### config.mk
export PLATFORM = sky130hd
export DESIGN_NAME = wide_add_sequencer_flat
export DESIGN_NICKNAME = d
export VERILOG_FILES = /design/src/rtl/wide_add_sequencer_pkg.sv /design/src/rtl/wide_add_sequencer_if.sv /design/src/rtl/wide_add_sequencer.sv /design/src/flat_wrapper.sv
export SDC_FILE = /design/constraint.sdc
export NUM_CORES = 1
export LEC_CHECK = 0
export BUFFER_PORTS_ARGS = -buffer_cell sky130_fd_sc_hd__buf_2
export CAP_MARGIN = 20
export CORE_ASPECT_RATIO = 1.25
export CORE_MARGIN = 3
export CORE_UTILIZATION = 35
export DETAILED_ROUTE_END_ITERATION = 7
export PLACE_DENSITY = 0.67
export SLEW_MARGIN = 20
export SYNTH_ARGS = -nofsm -noshare
export SYNTH_HDL_FRONTEND = slang
export SYNTH_SLANG_ARGS = --single-unit
export TNS_END_PERCENT = 20
### constraint.sdc
create_clock -name clk -period 2.2 [get_ports clk]
set_input_delay 0.22 -clock clk [delete_from_list [all_inputs] [get_ports clk]]
set_output_delay 0.22 -clock clk [all_outputs]
set_load 0.005 [all_outputs]
### src/rtl/wide_add_sequencer_pkg.sv
`default_nettype none
// ============================================================================
//  Module   : wide_add_sequencer_pkg
//  Purpose  : Shared constants and state encoding for the multi-precision
//             add sequencer and its bench.
//  Revision : 1.0 - initial release
// ============================================================================
package wide_add_sequencer_pkg;

  // Width of one adder-stage slice.
  localparam int NIBBLE_W = 4;

  // Cycles from driving the adder stage to its registered sum/carry.
  localparam int ADD_LAT = 2;

  typedef enum logic [2:0] {
    S_IDLE    = 3'd0,
    S_ISSUE   = 3'd1,
    S_WAIT    = 3'd2,
    S_CAPTURE = 3'd3,
    S_DONE    = 3'd4
  } state_e;

endpackage
`default_nettype wire

### src/rtl/wide_add_sequencer_if.sv
`default_nettype none
// ============================================================================
//  Module   : wide_add_sequencer_if
//  Purpose  : Request/result handshake plus the link to the external 4-bit
//             registered adder stage.
//  Revision : 1.0 - initial release
// ============================================================================
interface wide_add_sequencer_if
  import wide_add_sequencer_pkg::*;
#(
  parameter int NIBBLES = 4
);
  localparam int W = NIBBLE_W * NIBBLES;

  // Request side
  logic                start;
  logic [W-1:0]        a;
  logic [W-1:0]        b;
  logic                cin;
  logic                ready;
  // Result side
  logic                res_valid;
  logic                res_ready;
  logic [W-1:0]        sum;
  logic                cout;
  logic                ovf;
  // Adder-stage link
  logic [NIBBLE_W-1:0] add_x;
  logic [NIBBLE_W-1:0] add_y;
  logic                add_cin;
  logic [NIBBLE_W-1:0] add_z;
  logic                add_cout;

  // Sequencer side
  modport slave (
    input  start, a, b, cin, res_ready, add_z, add_cout,
    output ready, res_valid, sum, cout, ovf, add_x, add_y, add_cin
  );

  // Parent side: requester plus the adder stage
  modport master (
    output start, a, b, cin, res_ready, add_z, add_cout,
    input  ready, res_valid, sum, cout, ovf, add_x, add_y, add_cin
  );

endinterface
`default_nettype wire

### src/rtl/wide_add_sequencer.sv
`default_nettype none
// ============================================================================
//  Module   : wide_add_sequencer
//  Purpose  : Chains an external registered 4-bit adder nibble by nibble to
//             produce a 4*NIBBLES-bit sum, carry and signed overflow.
//  Revision : 1.0 - initial release
// ============================================================================
module wide_add_sequencer
  import wide_add_sequencer_pkg::*;
#(
  parameter int NIBBLES = 4
) (
  input  logic                 clk,
  input  logic                 rst,
  wide_add_sequencer_if.slave  bus
);

  localparam int W  = NIBBLE_W * NIBBLES;
  localparam int KW = (NIBBLES > 1) ? $clog2(NIBBLES) : 1;

  state_e                state_q, state_d;
  logic [KW-1:0]         k_q, k_d;
  logic [W-1:0]          a_q, b_q;
  logic                  cin_q;
  logic                  carry_q;
  logic                  cout_q;
  logic                  ovf_q;
  logic [NIBBLE_W-1:0]   sum_slice_q [NIBBLES];
  logic [NIBBLE_W-1:0]   a_nib [NIBBLES];
  logic [NIBBLE_W-1:0]   b_nib [NIBBLES];
  logic [W-1:0]          sum_w;
  logic                  issue_cin;

  // Slice 0 starts from the request carry; later slices chain the stage's carry.
  assign issue_cin = (k_q == '0) ? cin_q : bus.add_cout;

  // Per-slice operand views, result assembly and write-enable decode.
  for (genvar i = 0; i < NIBBLES; i++) begin : g_slice
    logic we;
    assign a_nib[i] = a_q[i*NIBBLE_W +: NIBBLE_W];
    assign b_nib[i] = b_q[i*NIBBLE_W +: NIBBLE_W];
    assign sum_w[i*NIBBLE_W +: NIBBLE_W] = sum_slice_q[i];
    // Slice i lands while slice i+1 issues; the top slice lands in CAPTURE.
    assign we = ((state_q == S_ISSUE) && (int'(k_q) == i + 1)) ||
                ((state_q == S_CAPTURE) && (i == NIBBLES - 1));

    // Result slice register.
    always_ff @(posedge clk or posedge rst) begin
      if (rst) begin
        sum_slice_q[i] <= '0;
      end else if (we) begin
        sum_slice_q[i] <= bus.add_z;
      end
    end
  end

  // State and slice-index register.
  always_ff @(posedge clk or posedge rst) begin
    if (rst) begin
      state_q <= S_IDLE;
      k_q     <= '0;
    end else begin
      state_q <= state_d;
      k_q     <= k_d;
    end
  end

  // Next-state logic.
  always_comb begin
    state_d = state_q;
    k_d     = k_q;
    case (state_q)
      S_IDLE: begin
        if (bus.start) begin
          state_d = S_ISSUE;
          k_d     = '0;
        end
      end
      S_ISSUE:   state_d = S_WAIT;
      S_WAIT: begin
        if (k_q == KW'(NIBBLES - 1)) begin
          state_d = S_CAPTURE;
        end else begin
          k_d     = k_q + KW'(1);
          state_d = S_ISSUE;
        end
      end
      S_CAPTURE: state_d = S_DONE;
      S_DONE: begin
        if (bus.res_ready) state_d = S_IDLE;
      end
      default:   state_d = S_IDLE;
    endcase
  end

  // Operand latch, held carry, and final carry/overflow capture.
  always_ff @(posedge clk or posedge rst) begin
    if (rst) begin
      a_q     <= '0;
      b_q     <= '0;
      cin_q   <= 1'b0;
      carry_q <= 1'b0;
      cout_q  <= 1'b0;
      ovf_q   <= 1'b0;
    end else begin
      if ((state_q == S_IDLE) && bus.start) begin
        a_q   <= bus.a;
        b_q   <= bus.b;
        cin_q <= bus.cin;
      end
      if (state_q == S_ISSUE) begin
        carry_q <= issue_cin;
      end
      if (state_q == S_CAPTURE) begin
        cout_q <= bus.add_cout;
        ovf_q  <= (a_q[W-1] == b_q[W-1]) && (bus.add_z[NIBBLE_W-1] != a_q[W-1]);
      end
    end
  end

  // Adder-stage drive: the operands are presented in ISSUE and held through WAIT.
  always_comb begin
    bus.add_x   = '0;
    bus.add_y   = '0;
    bus.add_cin = 1'b0;
    if ((state_q == S_ISSUE) || (state_q == S_WAIT)) begin
      bus.add_x = a_nib[k_q];
      bus.add_y = b_nib[k_q];
    end
    if (state_q == S_ISSUE) begin
      bus.add_cin = issue_cin;
    end else if (state_q == S_WAIT) begin
      bus.add_cin = carry_q;
    end
  end

  assign bus.ready     = (state_q == S_IDLE);
  assign bus.res_valid = (state_q == S_DONE);
  assign bus.sum       = sum_w;
  assign bus.cout      = cout_q;
  assign bus.ovf       = ovf_q;

endmodule
`default_nettype wire

### src/flat_wrapper.sv
// flat-port wrapper written by rule: the top's interface ports become plain ports
module wide_add_sequencer_flat import wide_add_sequencer_pkg::*;
#(
  parameter int NIBBLES = 4
)
  (clk, rst, bus_start, bus_a, bus_b, bus_cin, bus_res_ready, bus_add_z, bus_add_cout, bus_ready, bus_res_valid, bus_sum, bus_cout, bus_ovf, bus_add_x, bus_add_y, bus_add_cin);
  wide_add_sequencer_if #(.NIBBLES(NIBBLES)) bus_i ();
  input  logic clk;
  input  logic rst;
  input wire logic [$bits(bus_i.start)-1:0] bus_start;
  input wire logic [$bits(bus_i.a)-1:0] bus_a;
  input wire logic [$bits(bus_i.b)-1:0] bus_b;
  input wire logic [$bits(bus_i.cin)-1:0] bus_cin;
  input wire logic [$bits(bus_i.res_ready)-1:0] bus_res_ready;
  input wire logic [$bits(bus_i.add_z)-1:0] bus_add_z;
  input wire logic [$bits(bus_i.add_cout)-1:0] bus_add_cout;
  output wire logic [$bits(bus_i.ready)-1:0] bus_ready;
  output wire logic [$bits(bus_i.res_valid)-1:0] bus_res_valid;
  output wire logic [$bits(bus_i.sum)-1:0] bus_sum;
  output wire logic [$bits(bus_i.cout)-1:0] bus_cout;
  output wire logic [$bits(bus_i.ovf)-1:0] bus_ovf;
  output wire logic [$bits(bus_i.add_x)-1:0] bus_add_x;
  output wire logic [$bits(bus_i.add_y)-1:0] bus_add_y;
  output wire logic [$bits(bus_i.add_cin)-1:0] bus_add_cin;
  assign bus_i.start = bus_start;
  assign bus_i.a = bus_a;
  assign bus_i.b = bus_b;
  assign bus_i.cin = bus_cin;
  assign bus_i.res_ready = bus_res_ready;
  assign bus_i.add_z = bus_add_z;
  assign bus_i.add_cout = bus_add_cout;
  assign bus_ready = bus_i.ready;
  assign bus_res_valid = bus_i.res_valid;
  assign bus_sum = bus_i.sum;
  assign bus_cout = bus_i.cout;
  assign bus_ovf = bus_i.ovf;
  assign bus_add_x = bus_i.add_x;
  assign bus_add_y = bus_i.add_y;
  assign bus_add_cin = bus_i.add_cin;
  wide_add_sequencer #(.NIBBLES(NIBBLES)) u_core (.clk(clk), .rst(rst), .bus(bus_i));
endmodule
-- After elaboration in Yosys (flattened, before gate mapping)
Cells that the tools add are included.
- flip-flop bits (word level): 57
- bits of input ports: 42
- output and inout port bits: 29
- word-level logic and storage cells: 57
- $add $sub $neg: 1
- magnitude comparators: 1
- equality and inequality tests: 13
- mux-type cells: 18
- bitwise gates (word level): 1
- reduce and logical (&&, ||, !) cells: 11
- operators with widths (operator ; number):
    $mux 4 ; 6
    $bmux 4 s2 ; 2
    $pmux 3 s5 ; 1
    $eq 2x2->1 const B ; 3
    $eq 3x2->1 const B ; 2
    $mux 2 ; 3
    $mux 3 ; 2
    $ne 2x2->1 const B ; 3
    $logic_and 1x1->1 ; 5
    $pmux 2 s2 ; 1
    $eq 3x1->1 const B ; 1
    $eq 3x3->1 const B ; 1
    $ge 3x3->1 const B ; 1
    $logic_not 3->1 ; 1
    $mux 1 ; 3
    $not 2->3 ; 1
    $reduce_and 3->1 ; 1
    $add 2x1->2 const B ; 1
    $eq 2x1->1 const B ; 1
    $logic_not 2->1 ; 1
    $reduce_and 2->1 ; 1
    $reduce_bool 2->1 ; 1
    $eq 1x1->1 ; 1
    $logic_or 1x1->1 ; 1
    $ne 1x1->1 ; 1

-- Logic depth before layout (Yosys ltp)
- depth in word-level cells: 5
- mapped depth: 6
- mapped depth without buffers: 5

-- Least setup slack after synthesis
No wires, ideal clock.
- path kind: reg2reg
- from: reg u_core.state_q[2]
- to: reg u_core.a_q[0]
- setup time: 125 ps
- arrival time: 1492 ps
- required time: 2075 ps
- path slack: 583 ps
- cell stages (with the launch flop): 5
- path buffers: 2
- clock period less this slack: 1617 ps
- cell sequence: dfrtp_1 -> buf_6 -> nor4b_4 -> buf_6 -> mux2_2
- cells in the longest elaborated chain, start to end: 2
- RTL lines (what ; RTL line ; text):
    from (decl) ; wide_add_sequencer.sv:21 ; state_e state_q, state_d;
    from (signal assigned) ; wide_add_sequencer.sv:63 ; state_q <= state_d;
    $logic_not 3->1 ; wide_add_sequencer.sv:106 ; if ((state_q == S_IDLE) && bus.start) begin
    $logic_and 1x1->1 ; wide_add_sequencer.sv:106 ;
    to (signal assigned) ; wide_add_sequencer.sv:107 ; a_q <= bus.a;
    to (decl) ; wide_add_sequencer.sv:23 ; logic [W-1:0] a_q, b_q;
No other way between the ends.
A chain may end at the register's enable or synchronous reset.

-- Worst setup path after layout
- from: reg u_core.k_q[0]
- to: out bus_add_y[3]
- cells in the longest elaborated chain, start to end: 5
- RTL lines (what ; RTL line ; text):
    from (decl) ; wide_add_sequencer.sv:22 ; logic [KW-1:0] k_q, k_d;
    from (signal assigned) ; wide_add_sequencer.sv:64 ; k_q <= k_d;
    $not 2->3 (implied by the code) ; wide_add_sequencer.sv:128 ; bus.add_y = b_nib[k_q];
    $bmux 4 s2 ; wide_add_sequencer.sv:128 ;
    $mux 4 (implied by the code) (2 in series) ; wide_add_sequencer.sv:128 ;
    $mux 4 ; wide_add_sequencer.sv:126 ; if ((state_q == S_ISSUE) || (state_q == S_WAIT)) begin
    to (decl) ; flat_wrapper.sv:23 ; output wire logic [$bits(bus_i.add_y)-1:0] bus_add_y;
No other way between the ends. The select of a mux whose other input is x is not followed.

==> reports/metrics.cfg <==
[run_status]
status=complete, no violations

[setup_path]
worstPathRequired_ns=1.98
slowest_stage=mux4_2
cp-startpoint=u_core.k_q[0]$_DFFE_PP0P_
arrival_ns=1.80
worstPathCellList=buf_4 > mux4_2 > nor2b_1 > buf_2
endpoint_kind=output pin
worstRegToRegCells=4
rr_endpoint=u_core.k_q[0]$_DFFE_PP0P_
slowest_delay_ns=0.50
r2r-start=u_core.k_q[1]$_DFFE_PP0P_
r2r_setup_slack_ns=0.46
start_kind=register
cp_max_fo=8
critical_path_class=register to output pin

[sta]
skew_ns=0.006542
timing.final.crit_period_ns=2.020
max_freq_mhz=495.1
max_slew.worst_pin.slew_ns=0.4642
max_slew_margin_pct=68.62
tns_ns=0
rsz0062_at_grt=no
hold_viol=0
final_max_slew_viol_count=0
min_period_over_period_pct=91.81
hold_ws_ns=0.1030
setup_viol=0

[cells_and_area]
drive_gt1_share_pct=59.06
layout_commonest_cell=buf_2
area_growth_pct=25.40
n_antenna_cell=0
final_area_um2=3224
n_fill_cell=693
nets=295
mostFrequentLayoutCells=70 x buf_2, 56 x dfrtp_1, 49 x mux2_2, 10 x clkbuf_8, 9 x nor2b_1

[global_routing]
antenna_found_initial=0
grt_pass1_wl_um=8266
grtUsageTotal_pct=13.43
grt_pass1_vias=1674
grt.overflow.total=0
grt_max_degree=58

[power_and_ir_drop]
power_frac_seq_pct=41.9
p_per_area_nw_per_um2=1416
clkPwrFrac_pct=21.2
p_leak_nw=1.503
p_switching_mw=1.393
ir_drop_mv=0.4861
finalPower_mw=4.564
combPwrFrac_pct=37.0
p_sw_share_pct=30.51
p_int_mw=3.172

[synthesis]
synth_area_um2=2571
ys_types=27
synth-seq-cells=57
synth_area_per_cell_um2=14.86
synth-seq-area-share_pct=55.47
synth_nets=219
yosysWarnings=0
syn_inst=173

[die]
dieHeight_um=101.8
start_util_pct=36.41
die_w_um=82.66
std_cell_rows=34
coreArea_um2=7062
pin_count=71
die_area_um2=8417

[clock_network]
clock_latency_ns=0.33
cts_buffer_depth=2
cts_setup_buffers=0
cts-root-buf=clkbuf_8
clk_pin_slew_ns=0.07
htreeDepth=3
cts_buffers=9
clkSinkCount=57
cts_tree=done

[place]
portBuffers=70
globalplace.congestion=0.7064
place_area_um2=3017
dp_hpwl_um=3668

[job]
cap_violations=0

[drt]
dr.pass1.iters=4
drc=0
wl_um=5161
routedWlPerCell_um=15.00
drt_iter0_drc=64
vias=1626
vias_per_cell=4.727
ant_nets=0

[hold_path]
holdCritPathClass=input pin to register
holdPathStages=2
hold_start=bus_res_ready
whs_endpoint=u_core.state_q[2]$_DFFE_PP0P_

==> state kept, by name (all words and copies together), names as in the netlist <==
name             cells
u_core.k_q           2
u_core.a_q          16
u_core.bus.cout      1
u_core.cin_q         1
u_core.b_q          16
u_core.state_q       3
u_core.bus.sum      16
u_core.bus.ovf       1
u_core.carry_q       1
==> synth_stat cells <==
| master | number | area [um2] |
|---|---|---|
| nor3b_2 | 1 | 12.51 |
| o21ai_0 | 2 | 10.01 |
| inv_1 | 4 | 15.01 |
| buf_2 | 4 | 20.02 |
| nand2b_1 | 2 | 12.51 |
| dfrtp_1 | 57 | 1426 |
| nand2_1 | 3 | 11.26 |
| clkbuf_1 | 2 | 7.510 |
| and3b_1 | 1 | 8.760 |
| nand3b_1 | 1 | 7.510 |
| mux2_2 | 49 | 551.8 |
| mux2_1 | 2 | 22.52 |
| mux4_2 | 8 | 180.2 |
| a31oi_1 | 1 | 6.260 |
| and3_1 | 2 | 12.51 |
| nor4b_4 | 1 | 23.77 |
| nor2_1 | 6 | 22.52 |
| a21o_1 | 1 | 7.510 |
| a22o_1 | 1 | 8.760 |
| buf_6 | 4 | 45.04 |
| ha_1 | 4 | 50.05 |
| nor4b_1 | 1 | 8.760 |
| nor2b_1 | 9 | 56.30 |
| a21oi_1 | 3 | 15.01 |
| a2bb2oi_1 | 1 | 8.760 |
| mux2i_1 | 1 | 10.01 |
| nor3_1 | 2 | 10.01 |
==> cell families after synthesis <==
| logic type | after synthesis | synth area share, % |
|---|---|---|
| buffers and inverters | 14 | 3.406 |
| adder cells (fa/ha/maj) | 4 | 1.947 |
| flip-flops | 57 | 55.47 |
| multiplexers | 60 | 29.73 |
| AND/OR/NAND/NOR | 29 | 7.250 |
| AO/OA/AOI/OAI | 9 | 2.190 |
==> per-layer routing <==
| metal | vias to the layer above | share of wire (%) | track usage, % |
|---|---|---|---|
| li1 | 765 | - | - |
| met1 | 806 | 44 | 17.15 |
| met2 | 48 | 49 | 20.56 |
| met3 | 7 | 5.8 | 3.792 |
| met4 | 0 | 1.2 | 7.170 |
| met5 | - | 0 | 0 |
==> per-stage QoR <==
step	setup slack [ns]	utilization [%]	std cells
3_5_place_dp	0.3733	42.72	327
2_1_floorplan	0.5804	-	173
4_1_cts	0.0005846	45.64	344
6_report	0.1802	45.66	344
3_3_place_gp	0.4101	42.72	327
5_1_grt	0.03098	45.66	344
==> worst max-delay path by stage <==
stage | to | slack, ns | cells past startpoint
finish | bus_add_y[3] | 0.18 | 4
global route | bus_add_cin | 0.03 | 6
CTS | bus_add_y[3] | 0.0006 | 4
detailed placement | bus_add_y[3] | 0.37 | 4
global placement | bus_add_y[0] | 0.41 | 4
floorplan | u_core.a_q[0]$_DFFE_PP0P_ | 0.58 | 1
==> worst max-delay path: cells and delay by family, from the launching register on <==
family,cells,cell delay (ns)
muxes,1,0.50
DFF,1,0.48
buffers and inverters,2,0.34
and+or+nand+nor,1,0.14
==> cell type report <==
type,count,area [um2],share of cell area [%]
Sequential cell,57,1428,44.28
Tap cell,90,112.6,3.492
Clock buffer,11,141.4,4.385
Multi-Input combinational cell,102,1057,32.79
Timing Repair Buffer,75,415.4,12.88
Clock inverter,5,55.05,1.707
Inverter,4,15.01,0.4657
==> what timing repair did <==
item / CTS / global route
hold endpoints to repair: 57 / 0
hold buffers: 1 / 0
endpoints found under the setup margin: 0 / 5
resized for setup: 0 / 1
==> power groups by stage <==
| stage | Clock (mW) | Sequential, mW | Combinational (mW) |
|---|---|---|---|
| 4_1_cts | 0.993 | 1.92 | 1.73 |
| 3_3_place_gp | 0 | 1.91 | 1.68 |
| 3_5_place_dp | 0 | 1.94 | 1.72 |
| 5_1_grt | 1.05 | 1.99 | 1.87 |
| 6_report | 0.966 | 1.91 | 1.69 |
| 2_1_floorplan | 0 | 1.78 | 1.32 |
No activity file was read; power rests on OpenSTA's default activity.
